$ cat src/rtl/alu_share_arbiter_if.sv
// Handshake and ALU bus bundle for alu_share_arbiter.
// slave: the arbiter side. master: requesters, responders and the shared ALU.
interface alu_share_arbiter_if #(
   parameter int unsigned WIDTH = 32
);
   logic             req0_valid;
   logic             req0_ready;
   logic [1:0]       req0_op;
   logic [WIDTH-1:0] req0_a;
   logic [WIDTH-1:0] req0_b;
   logic             req1_valid;
   logic             req1_ready;
   logic [1:0]       req1_op;
   logic [WIDTH-1:0] req1_a;
   logic [WIDTH-1:0] req1_b;
   logic             rsp0_valid;
   logic             rsp0_ready;
   logic [WIDTH-1:0] rsp0_data;
   logic             rsp1_valid;
   logic             rsp1_ready;
   logic [WIDTH-1:0] rsp1_data;
   logic [1:0]       alu_op;
   logic [WIDTH-1:0] alu_a;
   logic [WIDTH-1:0] alu_b;
   logic [WIDTH-1:0] alu_s;

   modport slave (
      input  req0_valid, req0_op, req0_a, req0_b,
      input  req1_valid, req1_op, req1_a, req1_b,
      input  rsp0_ready, rsp1_ready, alu_s,
      output req0_ready, req1_ready,
      output rsp0_valid, rsp0_data, rsp1_valid, rsp1_data,
      output alu_op, alu_a, alu_b
   );

   modport master (
      output req0_valid, req0_op, req0_a, req0_b,
      output req1_valid, req1_op, req1_a, req1_b,
      output rsp0_ready, rsp1_ready, alu_s,
      input  req0_ready, req1_ready,
      input  rsp0_valid, rsp0_data, rsp1_valid, rsp1_data,
      input  alu_op, alu_a, alu_b
   );
endinterface

$ cat src/rtl/alu_share_arbiter.sv
// Round-robin sharing of one combinational bitwise ALU between two requesters.
// One operation in flight: IDLE (grant) -> SETTLE (hold ALU inputs) -> RESP.
// Optional macro ALU_SHARE_ARBITER_STATS_EN adds saturating per-requester
// grant counters grant_cnt0/grant_cnt1.
module alu_share_arbiter #(
   parameter int unsigned SETTLE_CYCLES = 2,
   parameter int unsigned WIDTH         = 32
) (
   input  logic                 clk,
   input  logic                 rst_n,
   alu_share_arbiter_if.slave   bus,
`ifdef ALU_SHARE_ARBITER_STATS_EN
   output logic [15:0]          grant_cnt0,
   output logic [15:0]          grant_cnt1,
`endif
   output logic                 busy
);

   localparam int unsigned CNT_W  = 4;
   localparam int unsigned STAT_W = 16;

   typedef enum logic [1:0] {
      ST_IDLE   = 2'd0,
      ST_SETTLE = 2'd1,
      ST_RESP   = 2'd2
   } state_e;

   state_e           state_q, state_d;
   logic [CNT_W-1:0] cnt_q, cnt_d;
   logic             prio_q, prio_d;      // id preferred when both request
   logic             gnt_q, gnt_d;        // id of the operation in flight
   logic [1:0]       alu_op_q, alu_op_d;
   logic [WIDTH-1:0] alu_a_q, alu_a_d;
   logic [WIDTH-1:0] alu_b_q, alu_b_d;
   logic [WIDTH-1:0] rsp0_data_q, rsp0_data_d;
   logic [WIDTH-1:0] rsp1_data_q, rsp1_data_d;
   logic             rsp0_valid_q, rsp0_valid_d;
   logic             rsp1_valid_q, rsp1_valid_d;
   logic             busy_q, busy_d;

   logic             gnt_id_c;
   logic             acc0_c, acc1_c;

   // Combinational grant: only in IDLE and never while reset is asserted.
   always_comb begin
      gnt_id_c       = 1'b0;
      bus.req0_ready = 1'b0;
      bus.req1_ready = 1'b0;
      if (bus.req0_valid && bus.req1_valid) begin
         gnt_id_c = prio_q;
      end else if (bus.req1_valid) begin
         gnt_id_c = 1'b1;
      end
      if (rst_n && (state_q == ST_IDLE)) begin
         bus.req0_ready = bus.req0_valid && !gnt_id_c;
         bus.req1_ready = bus.req1_valid &&  gnt_id_c;
      end
   end

   assign acc0_c = bus.req0_valid && bus.req0_ready;
   assign acc1_c = bus.req1_valid && bus.req1_ready;

   // Next-state and datapath register updates.
   always_comb begin
      state_d      = state_q;
      cnt_d        = cnt_q;
      prio_d       = prio_q;
      gnt_d        = gnt_q;
      alu_op_d     = alu_op_q;
      alu_a_d      = alu_a_q;
      alu_b_d      = alu_b_q;
      rsp0_data_d  = rsp0_data_q;
      rsp1_data_d  = rsp1_data_q;
      rsp0_valid_d = rsp0_valid_q;
      rsp1_valid_d = rsp1_valid_q;
      unique case (state_q)
         ST_IDLE: begin
            if (acc0_c || acc1_c) begin
               if (gnt_id_c) begin
                  alu_op_d = bus.req1_op;
                  alu_a_d  = bus.req1_a;
                  alu_b_d  = bus.req1_b;
               end else begin
                  alu_op_d = bus.req0_op;
                  alu_a_d  = bus.req0_a;
                  alu_b_d  = bus.req0_b;
               end
               gnt_d   = gnt_id_c;
               cnt_d   = CNT_W'(SETTLE_CYCLES);
               state_d = ST_SETTLE;
            end
         end
         ST_SETTLE: begin
            cnt_d = cnt_q - CNT_W'(1);
            if (cnt_q == CNT_W'(1)) begin
               state_d = ST_RESP;
               if (gnt_q) begin
                  rsp1_data_d  = bus.alu_s;
                  rsp1_valid_d = 1'b1;
               end else begin
                  rsp0_data_d  = bus.alu_s;
                  rsp0_valid_d = 1'b1;
               end
            end
         end
         ST_RESP: begin
            if (gnt_q ? bus.rsp1_ready : bus.rsp0_ready) begin
               state_d      = ST_IDLE;
               prio_d       = ~gnt_q;
               rsp0_valid_d = 1'b0;
               rsp1_valid_d = 1'b0;
            end
         end
         default: begin
            state_d = ST_IDLE;
         end
      endcase
      busy_d = (state_d != ST_IDLE);
   end

   // State and datapath registers with synchronous active-low reset.
   always_ff @(posedge clk) begin
      if (!rst_n) begin
         state_q      <= ST_IDLE;
         cnt_q        <= '0;
         prio_q       <= 1'b0;
         gnt_q        <= 1'b0;
         alu_op_q     <= '0;
         alu_a_q      <= '0;
         alu_b_q      <= '0;
         rsp0_data_q  <= '0;
         rsp1_data_q  <= '0;
         rsp0_valid_q <= 1'b0;
         rsp1_valid_q <= 1'b0;
         busy_q       <= 1'b0;
      end else begin
         state_q      <= state_d;
         cnt_q        <= cnt_d;
         prio_q       <= prio_d;
         gnt_q        <= gnt_d;
         alu_op_q     <= alu_op_d;
         alu_a_q      <= alu_a_d;
         alu_b_q      <= alu_b_d;
         rsp0_data_q  <= rsp0_data_d;
         rsp1_data_q  <= rsp1_data_d;
         rsp0_valid_q <= rsp0_valid_d;
         rsp1_valid_q <= rsp1_valid_d;
         busy_q       <= busy_d;
      end
   end

   assign bus.alu_op     = alu_op_q;
   assign bus.alu_a      = alu_a_q;
   assign bus.alu_b      = alu_b_q;
   assign bus.rsp0_data  = rsp0_data_q;
   assign bus.rsp1_data  = rsp1_data_q;
   assign bus.rsp0_valid = rsp0_valid_q;
   assign bus.rsp1_valid = rsp1_valid_q;
   assign busy           = busy_q;

`ifdef ALU_SHARE_ARBITER_STATS_EN
   logic [STAT_W-1:0] grant_cnt0_q, grant_cnt0_d;
   logic [STAT_W-1:0] grant_cnt1_q, grant_cnt1_d;

   // Saturating accept counters.
   always_comb begin
      grant_cnt0_d = grant_cnt0_q;
      grant_cnt1_d = grant_cnt1_q;
      if (acc0_c && (grant_cnt0_q != {STAT_W{1'b1}})) begin
         grant_cnt0_d = grant_cnt0_q + STAT_W'(1);
      end
      if (acc1_c && (grant_cnt1_q != {STAT_W{1'b1}})) begin
         grant_cnt1_d = grant_cnt1_q + STAT_W'(1);
      end
   end

   // Counter registers.
   always_ff @(posedge clk) begin
      if (!rst_n) begin
         grant_cnt0_q <= '0;
         grant_cnt1_q <= '0;
      end else begin
         grant_cnt0_q <= grant_cnt0_d;
         grant_cnt1_q <= grant_cnt1_d;
      end
   end

   assign grant_cnt0 = grant_cnt0_q;
   assign grant_cnt1 = grant_cnt1_q;
`endif

endmodule

$ cat src/flat_wrapper.sv
// flat-port wrapper written by rule: the top's interface ports become plain ports
module alu_share_arbiter_flat 
#(
   parameter int unsigned SETTLE_CYCLES = 2,
   parameter int unsigned WIDTH         = 32
)
  (clk, rst_n, busy, bus_req0_valid, bus_req0_op, bus_req0_a, bus_req0_b, bus_req1_valid, bus_req1_op, bus_req1_a, bus_req1_b, bus_rsp0_ready, bus_rsp1_ready, bus_alu_s, bus_req0_ready, bus_req1_ready, bus_rsp0_valid, bus_rsp0_data, bus_rsp1_valid, bus_rsp1_data, bus_alu_op, bus_alu_a, bus_alu_b);
  alu_share_arbiter_if #(.WIDTH(WIDTH)) bus_i ();
  input  logic clk;
  input  logic rst_n;
  output logic busy;
  input wire logic [$bits(bus_i.req0_valid)-1:0] bus_req0_valid;
  input wire logic [$bits(bus_i.req0_op)-1:0] bus_req0_op;
  input wire logic [$bits(bus_i.req0_a)-1:0] bus_req0_a;
  input wire logic [$bits(bus_i.req0_b)-1:0] bus_req0_b;
  input wire logic [$bits(bus_i.req1_valid)-1:0] bus_req1_valid;
  input wire logic [$bits(bus_i.req1_op)-1:0] bus_req1_op;
  input wire logic [$bits(bus_i.req1_a)-1:0] bus_req1_a;
  input wire logic [$bits(bus_i.req1_b)-1:0] bus_req1_b;
  input wire logic [$bits(bus_i.rsp0_ready)-1:0] bus_rsp0_ready;
  input wire logic [$bits(bus_i.rsp1_ready)-1:0] bus_rsp1_ready;
  input wire logic [$bits(bus_i.alu_s)-1:0] bus_alu_s;
  output wire logic [$bits(bus_i.req0_ready)-1:0] bus_req0_ready;
  output wire logic [$bits(bus_i.req1_ready)-1:0] bus_req1_ready;
  output wire logic [$bits(bus_i.rsp0_valid)-1:0] bus_rsp0_valid;
  output wire logic [$bits(bus_i.rsp0_data)-1:0] bus_rsp0_data;
  output wire logic [$bits(bus_i.rsp1_valid)-1:0] bus_rsp1_valid;
  output wire logic [$bits(bus_i.rsp1_data)-1:0] bus_rsp1_data;
  output wire logic [$bits(bus_i.alu_op)-1:0] bus_alu_op;
  output wire logic [$bits(bus_i.alu_a)-1:0] bus_alu_a;
  output wire logic [$bits(bus_i.alu_b)-1:0] bus_alu_b;
  assign bus_i.req0_valid = bus_req0_valid;
  assign bus_i.req0_op = bus_req0_op;
  assign bus_i.req0_a = bus_req0_a;
  assign bus_i.req0_b = bus_req0_b;
  assign bus_i.req1_valid = bus_req1_valid;
  assign bus_i.req1_op = bus_req1_op;
  assign bus_i.req1_a = bus_req1_a;
  assign bus_i.req1_b = bus_req1_b;
  assign bus_i.rsp0_ready = bus_rsp0_ready;
  assign bus_i.rsp1_ready = bus_rsp1_ready;
  assign bus_i.alu_s = bus_alu_s;
  assign bus_req0_ready = bus_i.req0_ready;
  assign bus_req1_ready = bus_i.req1_ready;
  assign bus_rsp0_valid = bus_i.rsp0_valid;
  assign bus_rsp0_data = bus_i.rsp0_data;
  assign bus_rsp1_valid = bus_i.rsp1_valid;
  assign bus_rsp1_data = bus_i.rsp1_data;
  assign bus_alu_op = bus_i.alu_op;
  assign bus_alu_a = bus_i.alu_a;
  assign bus_alu_b = bus_i.alu_b;
  alu_share_arbiter #(.SETTLE_CYCLES(SETTLE_CYCLES), .WIDTH(WIDTH)) u_core (.clk(clk), .rst_n(rst_n), .bus(bus_i), .busy(busy));
endmodule
$ cat config.mk
export PLATFORM = sky130hd
export DESIGN_NAME = alu_share_arbiter_flat
export DESIGN_NICKNAME = d
export VERILOG_FILES = /design/src/rtl/alu_share_arbiter_if.sv /design/src/rtl/alu_share_arbiter.sv /design/src/flat_wrapper.sv
export SDC_FILE = /design/constraint.sdc
export NUM_CORES = 1
export LEC_CHECK = 0
export ABC_AREA = 1
export BUFFER_PORTS_ARGS = -buffer_cell sky130_fd_sc_hd__buf_2
export CAP_MARGIN = 25
export CORE_AREA = 2 2 118 120
export CTS_BUF_LIST = sky130_fd_sc_hd__clkbuf_8
export CTS_CLUSTER_SIZE = 40
export DETAILED_ROUTE_END_ITERATION = 8
export DIE_AREA = 0 0 120 122
export PLACE_DENSITY = 0.81
export SLEW_MARGIN = 40
export SYNTH_ARGS = -nofsm -noshare
export SYNTH_HDL_FRONTEND = slang
export SYNTH_SLANG_ARGS = --single-unit
export TNS_END_PERCENT = 100
$ cat constraint.sdc
create_clock -name clk -period 2 [get_ports clk]
set_input_delay 0.4 -clock clk [delete_from_list [all_inputs] [get_ports clk]]
set_output_delay 0.4 -clock clk [all_outputs]
set_load 0.05 [all_outputs]
==> flow_metrics.py <==
metrics = {
    "routing": {
        "ant_nets": 0,
        "drt_iter0_drc": 296,
        "vias": 6442,
        "avgRoutedWirePerCell_um": 13.4,
        "drc": 0,
        "viasPerCell": 4.83,
        "drt_pre_antenna_iters": 5,
        "wl_um": 17900,
    },
    "clock_tree": {
        "postCtsSetupBuffers": 0,
        "clock_path_buffers": 2,
        "cts_tree": "built",
        "cts_buffers": 17,
        "h-tree-depth": 4,
        "cts.sinks": 141,
        "clk_latency_ns": 0.43,
        "clk_pin_slew_ns": 0.08,
        "cts_hold_buf": 0,
        "cts_root_buffer": "clkbuf_8",
    },
    "power_and_ir_drop": {
        "peakVddDrop_mv": 0.461,
        "powerDensity_mw_per_mm2": 887,
        "leakage_uw": 0.00417,
        "total_power_uw": 7090,
    },
    "floorplanning": {
        "core_mm2": 0.0135,
        "die-area_mm2": 0.0146,
        "initial_core_util_pct": 43.5,
        "ioPinCount": 305,
        "num_rows": 43,
        "die_x_um": 120,
        "fp.dieH_um": 122,
    },
    "worst_setup_path": {
        "end_kind": "output pin",
        "cpMaxStageDelayCell": "dfxtp_1",
        "cp_max_fo": 4,
        "cp_top_family": "buffers and inverters",
        "max_stage_delay_ns": 0.35,
        "crit_path_cell_trace": "inv_1 > nand2_1 > nor2_4 > nand2_2 > inv_1 > buf_4",
        "worstSetupStartpointType": "register",
        "critPathBufInv": 3,
        "cp_data_arrival_time_ns": 1.48,
        "critPathRequiredTime_ns": 1.60,
        "critical_path_class": "register to output pin",
        "cpMostUsedCell": "inv_1",
    },
    "layout": {
        "final_core_util_pct": 59.2,
        "num-nets-final": 1312,
        "syn2layout_area_growth_pct": 36.2,
        "multi_input_area_mm2": 0.00272,
        "fill_cells": 1304,
        "drive_gt1_share_pct": 31.8,
        "regArea_mm2": 0.00282,
    },
    "synthesis": {
        "ys_ff_latch": 141,
        "seq_area_frac_synth_pct": 48.1,
        "synth_common_cells": "nand2_1, nor2_1, dfxtp_1",
        "synth-async-reset-ratio_pct": 0,
        "synthesis.nets": 1030,
        "synth_most_common_cell": "nand2_1",
        "synth_largest_area_cell": "dfxtp_1",
        "synth_area_per_cell_um2": 6.84,
        "synth_cell_type_count": 20,
        "yosys_warnings": 0,
        "netlist_instances": 858,
        "synth_edf_count": 0,
        "synth_area_mm2": 0.00587,
        "synth_area_leaders": "dfxtp_1, nand2_1, nor2_1",
        "synth_top_area_share_pct": 48.1,
        "synth_flop_cell": "dfxtp_1",
    },
    "run_status": {
        "status": "finished clean",
    },
    "grt": {
        "antenna_found_initial": 2,
        "grt_max_degree": 80,
        "grt_pass1_vias": 5913,
        "track_usage_pct": 24.3,
        "grt_pass1_wl_um": 28500,
        "grt.overflow.total": 0,
    },
    "placed_design": {
        "io_buffers": 304,
        "gp_congestion": 0.788,
        "dp_hpwl_um": 12600,
    },
    "timing": {
        "fin_skew_ns": 0.00615,
        "layout_min_cycle_time_ns": 1.88,
        "setup-tns-final_ns": 0,
        "final_hold_viol_count": 0,
        "drv_slew": 0,
        "fmax_ghz": 0.532,
        "fin_worst_hold_slack_ns": 0.232,
        "setup_viol_count_final": 0,
        "rsz0062_at_grt": "false",
        "slew_headroom_pct": 51.0,
        "tightest_slew_ns": 0.735,
        "min_period_over_period_pct": 94.0,
    },
    "worst_hold_path": {
        "hp-class": "input port to register",
    },
    "flow_run": {
        "drv_cap": 0,
    },
}
## worst paths after layout
| check | startpoint | to | slack, ns | depth (start not counted) |
|---|---|---|---|---|
| min reg2reg | u_core.bus.rsp0_data[17] | u_core.bus.rsp0_data[17] | 0.46 | 2 |
| max reg2reg | u_core.cnt_q[1] | u_core.bus.rsp1_data[4] | 0.29 | 8 |
| max | u_core.state_q[1] | bus_req1_ready | 0.12 | 6 |
| min | bus_alu_s[17] | u_core.bus.rsp1_data[17] | 0.23 | 3 |
## power by group
group          internal, uW  total, uW  leakage, uW  switching [uW]
Combinational           443       1560      0.00280            1120
Clock                  1360       2470     0.000217            1120
Sequential             2970       3060      0.00115            85.6
## logic make-up (layout without fill, tap and decap cells)
family,count (synthesis),after routing,share of synthesized area (%)
other,0,2,0
buffers and inverters,76,371,5.99
DFF,141,141,48.1
AOI/OAI and AO/OA,144,144,12.5
adders and majority gates,2,2,0.426
and+or+nand+nor,495,495,33.0
## worst reg2reg max path: stages (launching register included)
cell and delay, ns:
dfxtp_1 0.31, inv_1 0.12, ha_1 0.16, nand3_1 0.14
nor2_2 0.15, nand2_2 0.21, buf_4 0.28, o21ai_0 0.19
nor2_1 0.06
## cells in the final DEF (no fill, tap or decap), types with 3 or more instances in the layout
master	count
clkinv_2	3
o21ai_1	7
inv_1	13
nor2_1	202
nand2_2	3
clkbuf_8	17
nand2_1	245
inv_2	5
bufinv_16	4
clkinv_4	4
buf_12	6
buf_2	302
a21oi_1	40
o21ai_0	95
nand3_1	38
buf_4	13
dfxtp_1	141
nor2_4	3
## sequential cells by signal (all words and copies together) (netlist names)
| signal | count |
|---|---|
| u_core.bus.alu_a | 32 |
| u_core.bus.alu_b | 32 |
| u_core.bus.alu_op | 2 |
| u_core.bus.rsp0_data | 32 |
| u_core.bus.rsp0_valid | 1 |
| u_core.bus.rsp1_data | 32 |
| u_core.bus.rsp1_valid | 1 |
| u_core.busy | 1 |
| u_core.cnt_q | 4 |
| u_core.gnt_q | 1 |
| u_core.prio_q | 1 |
| u_core.state_q | 2 |
## area by class of cell
cell class	count	share of cell area, %
inverter	18	0.845
timing repair buffer	321	21.6
multi-input combinational	641	34.0
clock buffer	17	2.93
sequential	141	35.3
antenna	2	0.0626
clock inverter	15	2.47
tap	180	2.82
## per-stage QoR
stage                     setup slack [ns]  instance area [um^2]  std cells
final                                0.120                  8000       1335
after global routing                0.0180                  8000       1335
after CTS                           0.0279                  7990       1333
after detailed placement             0.235                  7550       1301
after global placement               0.270                  7550       1301
after floorplan                      0.178                  5870        858
## metal layers
| layer | up-vias | part of all wire [%] | wire length (um) | GRT usage [%] |
|---|---|---|---|---|
| met1 | 2855 | 41 | 7390 | 28.4 |
| met2 | 278 | 48 | 8520 | 41.7 |
| met3 | 32 | 8.5 | 1520 | 7.21 |
| met4 | 0 | 2.4 | 434 | 10.1 |
| met5 | - | 0 | 0 | 0 |
| li1 | 3277 | - | - | - |
## what timing repair did
item / CTS / global route
cloned: 0 / 0
gates resized for setup: 2 / 2
endpoints found under the setup margin: 2 / 2
No activity file was read; power rests on OpenSTA's default activity.
